===== src/rtl/seq_digit_adder.sv =====
// ---------------------------------------------------------------------------
// seq_digit_adder
//
// Adds two WIDTH-bit operands plus a carry-in, one DIGIT-bit digit per clock,
// starting with the least-significant digit. A single DIGIT-wide adder is
// reused on every RUN cycle. The carry between digits is kept in a register.
//
// Optional feature: define SEQ_DIGIT_ADDER_SUB_EN to add the 'sub' input.
// When sub=1, the block computes A + ~B + 1 and ignores cin. In that mode
// cout=1 means no borrow. When the macro is undefined, 'sub' does not exist
// and the block only adds.
//
// Parameters
//   WIDTH  operand/result width in bits. Must be a multiple of DIGIT.
//   DIGIT  bits added per clock; N = WIDTH/DIGIT digits per operation
//
// Ports
//   clk    rising-edge clock
//   rst    asynchronous, active-high reset
//   start  begin an addition; sampled only while idle
//   a, b   operands, captured when start is accepted
//   cin    carry-in into digit 0, captured with the operands
//   sub    (SEQ_DIGIT_ADDER_SUB_EN only) subtract B instead of adding it
//   sum    registered result; holds its value until the next start
//   cout   registered carry-out of the top digit; holds like sum
//   busy   high while the operation is running and during the done cycle
//   done   one-cycle pulse; sum/cout are valid while it is high
//
// Timing: the start edge, then N RUN edges, then one DONE cycle. An observer
// sampling on rising edges sees done at edge N+1 after the start edge.
// ---------------------------------------------------------------------------
module seq_digit_adder #(
  parameter int WIDTH = 16,
  parameter int DIGIT = 4
) (
  input  logic             clk,
  input  logic             rst,
  input  logic             start,
  input  logic [WIDTH-1:0] a,
  input  logic [WIDTH-1:0] b,
  input  logic             cin,
`ifdef SEQ_DIGIT_ADDER_SUB_EN
  input  logic             sub,
`endif
  output logic [WIDTH-1:0] sum,
  output logic             cout,
  output logic             busy,
  output logic             done
);

  localparam int N  = WIDTH / DIGIT;
  // Keep the counter at least one bit wide so that N = 1 still elaborates.
  localparam int CW = (N > 1) ? $clog2(N) : 1;
  localparam logic [CW-1:0] LAST_DIGIT = CW'(N - 1);

  typedef enum logic [1:0] {IDLE, RUN, DONE} state_t;

  state_t           state;
  state_t           state_next;
  logic [WIDTH-1:0] a_q;
  logic [WIDTH-1:0] b_q;
  logic             carry;
  logic [CW-1:0]    cnt;
  logic [DIGIT-1:0] a_digit;
  logic [DIGIT-1:0] b_digit;
  logic [DIGIT:0]   digit_sum;
  logic             last_digit;

  // The single shared digit adder. Its extra top bit is the carry out of the digit.
  assign a_digit    = a_q[cnt*DIGIT +: DIGIT];
  assign b_digit    = b_q[cnt*DIGIT +: DIGIT];
  assign digit_sum  = {1'b0, a_digit} + {1'b0, b_digit} + {{DIGIT{1'b0}}, carry};
  assign last_digit = (cnt == LAST_DIGIT);

  // State register
  // NOTE: clocked state uses non-blocking (<=) so every flop samples pre-edge values.
  always_ff @(posedge clk or posedge rst) begin
    if (rst) state <= IDLE;
    else     state <= state_next;
  end

  // Next-state logic
  // NOTE: defaulting every combinational output first prevents latch inference.
  always_comb begin
    state_next = state;
    case (state)
      IDLE:    if (start) state_next = RUN;
      RUN:     if (last_digit) state_next = DONE;
      DONE:    state_next = IDLE;   // start is deliberately not looked at here
      default: state_next = IDLE;
    endcase
  end

  // Output logic (Moore: decoded from state only)
  always_comb begin
    busy = 1'b0;
    done = 1'b0;
    case (state)
      RUN:     busy = 1'b1;
      DONE:    begin busy = 1'b1; done = 1'b1; end
      default: ;
    endcase
  end

  // Datapath: operand capture, digit-serial accumulation, carry-out
  always_ff @(posedge clk or posedge rst) begin
    if (rst) begin
      a_q   <= '0;
      b_q   <= '0;
      carry <= 1'b0;
      cnt   <= '0;
      sum   <= '0;
      cout  <= 1'b0;
    end else begin
      case (state)
        IDLE: begin
          if (start) begin
            a_q <= a;
`ifdef SEQ_DIGIT_ADDER_SUB_EN
            // Subtraction is A + ~B + 1. The +1 enters through the carry register.
            b_q   <= sub ? ~b : b;
            carry <= sub ? 1'b1 : cin;
`else
            b_q   <= b;
            carry <= cin;
`endif
            cnt <= '0;
            // Clear digits that have not been written yet, so no stale result shows.
            sum <= '0;
          end
        end
        RUN: begin
          sum[cnt*DIGIT +: DIGIT] <= digit_sum[DIGIT-1:0];
          carry                   <= digit_sum[DIGIT];
          cnt                     <= cnt + 1'b1;
          if (last_digit) cout <= digit_sum[DIGIT];
        end
        default: ;
      endcase
    end
  end

endmodule


===== config.mk =====
export PLATFORM = sky130hd
export DESIGN_NAME = seq_digit_adder
export DESIGN_NICKNAME = d
export VERILOG_FILES = /design/src/rtl/seq_digit_adder.sv
export SDC_FILE = /design/constraint.sdc
export NUM_CORES = 1
export LEC_CHECK = 0
export ABC_AREA = 1
export BUFFER_PORTS_ARGS = -buffer_cell sky130_fd_sc_hd__clkbuf_2
export CAP_MARGIN = 20
export CORE_ASPECT_RATIO = 0.5
export CORE_MARGIN = 2
export CORE_UTILIZATION = 48
export CTS_BUF_LIST = sky130_fd_sc_hd__clkbuf_16
export DETAILED_ROUTE_END_ITERATION = 12
export GPL_TIMING_DRIVEN = 0
export PLACE_DENSITY = 0.72
export SLEW_MARGIN = 30
export SYNTH_ARGS = -nofsm -noshare
export SYNTH_HDL_FRONTEND = slang
export SYNTH_SLANG_ARGS = --single-unit

===== constraint.sdc =====
create_clock -name clk -period 7.6 [get_ports clk]
set_clock_uncertainty 0.2 [all_clocks]
set_input_delay 0.38 -clock clk [delete_from_list [all_inputs] [get_ports clk]]
set_output_delay 0.38 -clock clk [all_outputs]
set_load 0.1 [all_outputs]

==> flow_summary.toml <==
[cells_and_area]
syn_to_final_growth_pct = 21.2
fin_area_mm2 = 0.00316
nets = 362
final_cell_mix = "dfrtp_1, clkbuf_2, nand2_1"
n_antenna_cell = 0
ff_latch_area_mm2 = 0.00135
multi_input_area_mm2 = 0.00112
final_util_pct = 62.1
fillers = 447
stdcell_count = 385
drive_gt1_share_pct = 33.3

[placement]
gp_congestion = 0.848
dpl.hpwl_um = 4180
dp_cells = 376
port_buffers = 54
dp_slack_ps = 4570
dpl_cell_area_mm2 = 0.00299

[clock_tree]
clock_sinks = 54
clk_pin_slew_ps = 70
cts_buffers = 5
clock-root-buffer = "clkbuf_16"
post-cts-setup-buffers = 0
htreeDepth = 2
cts_tree = "yes"
cts_buffer_depth = 2
clock_latency_ps = 290

[synth]
yosys.area.top_type = "dfrtp_1"
synth_seq_cells = 54
syn_area_per_cell_um2 = 10.4
ys_seq_area_share_pct = 51.8
synth_cells = 251
syn_area_mm2 = 0.00261
syn_nets = 299
yosysTopAreaCellShare_pct = 51.8
ys_warn_count = 0
ys_top_cells_by_area = "dfrtp_1, mux2_2, nand2_1, o21ai_0, ha_1"
ys_types = 24

[timing]
finalSetupViolations = 0
fin_tns_setup_ps = 0
max_clock_freq_mhz = 327
hold_viol = 0
rsz0062_at_grt = "no"
fin_ws_ps = 4540
maxSlewViolCount = 0
slew-limit-headroom_pct = 62.8
period_share_pct = 40.2
min_period_ps = 3060
hold_ws_ps = 114
worst_pin_slew_ps = 558

[flow_run]
drv_cap = 0

[critical_path]
endpoint_kind = "flop"
arrival_ps = 3060
critPathRequiredTime_ps = 7600
cp-start-kind = "flop"
criticalPathCategory = "reg2reg"
critPathMaxFanout = 11

[die]
die_h_um = 56.1
die_w_um = 108
ios = 55
coreArea_mm2 = 0.00509
die_area_mm2 = 0.00608
start_util_pct = 51.3
rows = 18

[detailed_routing]
vias = 2018
first_iter_violations = 82
vias_per_cell = 5.24
wirelength_um = 5600
detail-route-antenna-nets = 0
wl_per_cell_um = 14.5
dr.pass1.iters = 5
drc = 0

[global_route]
antenna_found_initial = 0
grt_pass1_vias = 2146
overflow = 0
grt_start_max_net_pins = 36
grtUsageTotal_pct = 20.7
grt_first_pass_wirelength_um = 9650

[status]
status = "complete, no violations"

[power]
power_mw = 1.52
max-vdd-ir-drop_v = 0.000235
p_leak_nw = 1.58
p_per_area_mw_per_mm2 = 480

[worst_hold_path]
hold_path.class = "in2reg"
## path summary, 6_finish.rpt
kind	start	endpoint	slack, ps	cells past startpoint
hold reg to reg	sum[4]$_DFFE_PP0P_	sum[4]$_DFFE_PP0P_	290	2
setup reg to reg	cnt[1]$_DFFE_PP0P_	sum[13]$_DFFE_PP0P_	4540	10
hold / removal	b[2]	b_q[2]$_DFFE_PP0P_	110	2
min in group asynchronous	rst	sum[6]$_DFFE_PP0P_	370	3
max in group asynchronous	rst	a_q[2]$_DFFE_PP0P_	6380	4
setup / recovery	cnt[1]$_DFFE_PP0P_	sum[13]$_DFFE_PP0P_	4540	10
## what timing repair did
action	CTS	global route
endpoints found under the hold margin	19	0
resized for setup	0	0
setup endpoints to repair	0	0
hold buffers	1	0
## where the power goes
part	internal (mW)	switching [mW]	total (mW)
sequential	0.401	0.0646	0.465
clock	0.153	0.0997	0.253
combinational	0.269	0.532	0.800
## synthesized netlist by cell type
library cell and count:
buf_2 2, o22ai_1 6, nand3_1 5, inv_2 2, a21oi_1 3, clkbuf_1 3
o21ai_0 32, nand4_1 5, fa_1 2, or2_2 1, dfrtp_1 54, inv_1 18
clkbuf_8 3, a32oi_1 2, o31ai_1 2, nor2_4 1, o21ai_4 1, a21o_1 1
ha_1 10, nor2_1 18, o21ai_1 2, nand2_2 1, mux2_2 32, nand2_1 45
## worst max-delay path, stage by stage, from the launching register on
cell	delay (ps)
dfrtp_1	530
inv_1	160
clkbuf_1	400
o21ai_0	170
o22ai_1	220
fa_1	240
inv_1	50
fa_1	470
nor2_1	170
nand2_1	100
o31ai_1	230
## logic make-up (layout without fill, tap and decap cells)
| group | Yosys count | in the layout | share of synthesized area [%] |
|---|---|---|---|
| AO/OA/AOI/OAI | 49 | 49 | 10.7 |
| adder cells (fa/ha/maj) | 12 | 12 | 6.33 |
| buffers and inverters | 28 | 92 | 5.27 |
| flip-flops | 54 | 54 | 51.8 |
| multiplexers | 32 | 32 | 13.8 |
| AND/OR/NAND/NOR | 76 | 76 | 12.1 |
## state kept, by name (all words and copies together) (netlist names)
signal,flops
cout,1
state,2
cnt,2
carry,1
sum,16
a_q,16
b_q,16
## metal layers
layer  global-route usage [%]  share of wire, %  vias to the layer above
li1                         -                 -                      986
met2                     33.9                47                       54
met3                     4.10               4.0                       19
met5                        0                 0                        -
met1                     26.5                46                      959
met4                     10.1               2.6                        0
## cell type report
class                      count  area share (%)
tap                           70            2.77
clock inverter                 3            1.19
timing repair buffer          56            9.49
buffer                         8            1.98
sequential                    54            42.7
clock buffer                   5            3.96
multi-input combinational    169            35.4
inverter                      20            2.45
Note: power is estimated with default switching activity, not from simulation.
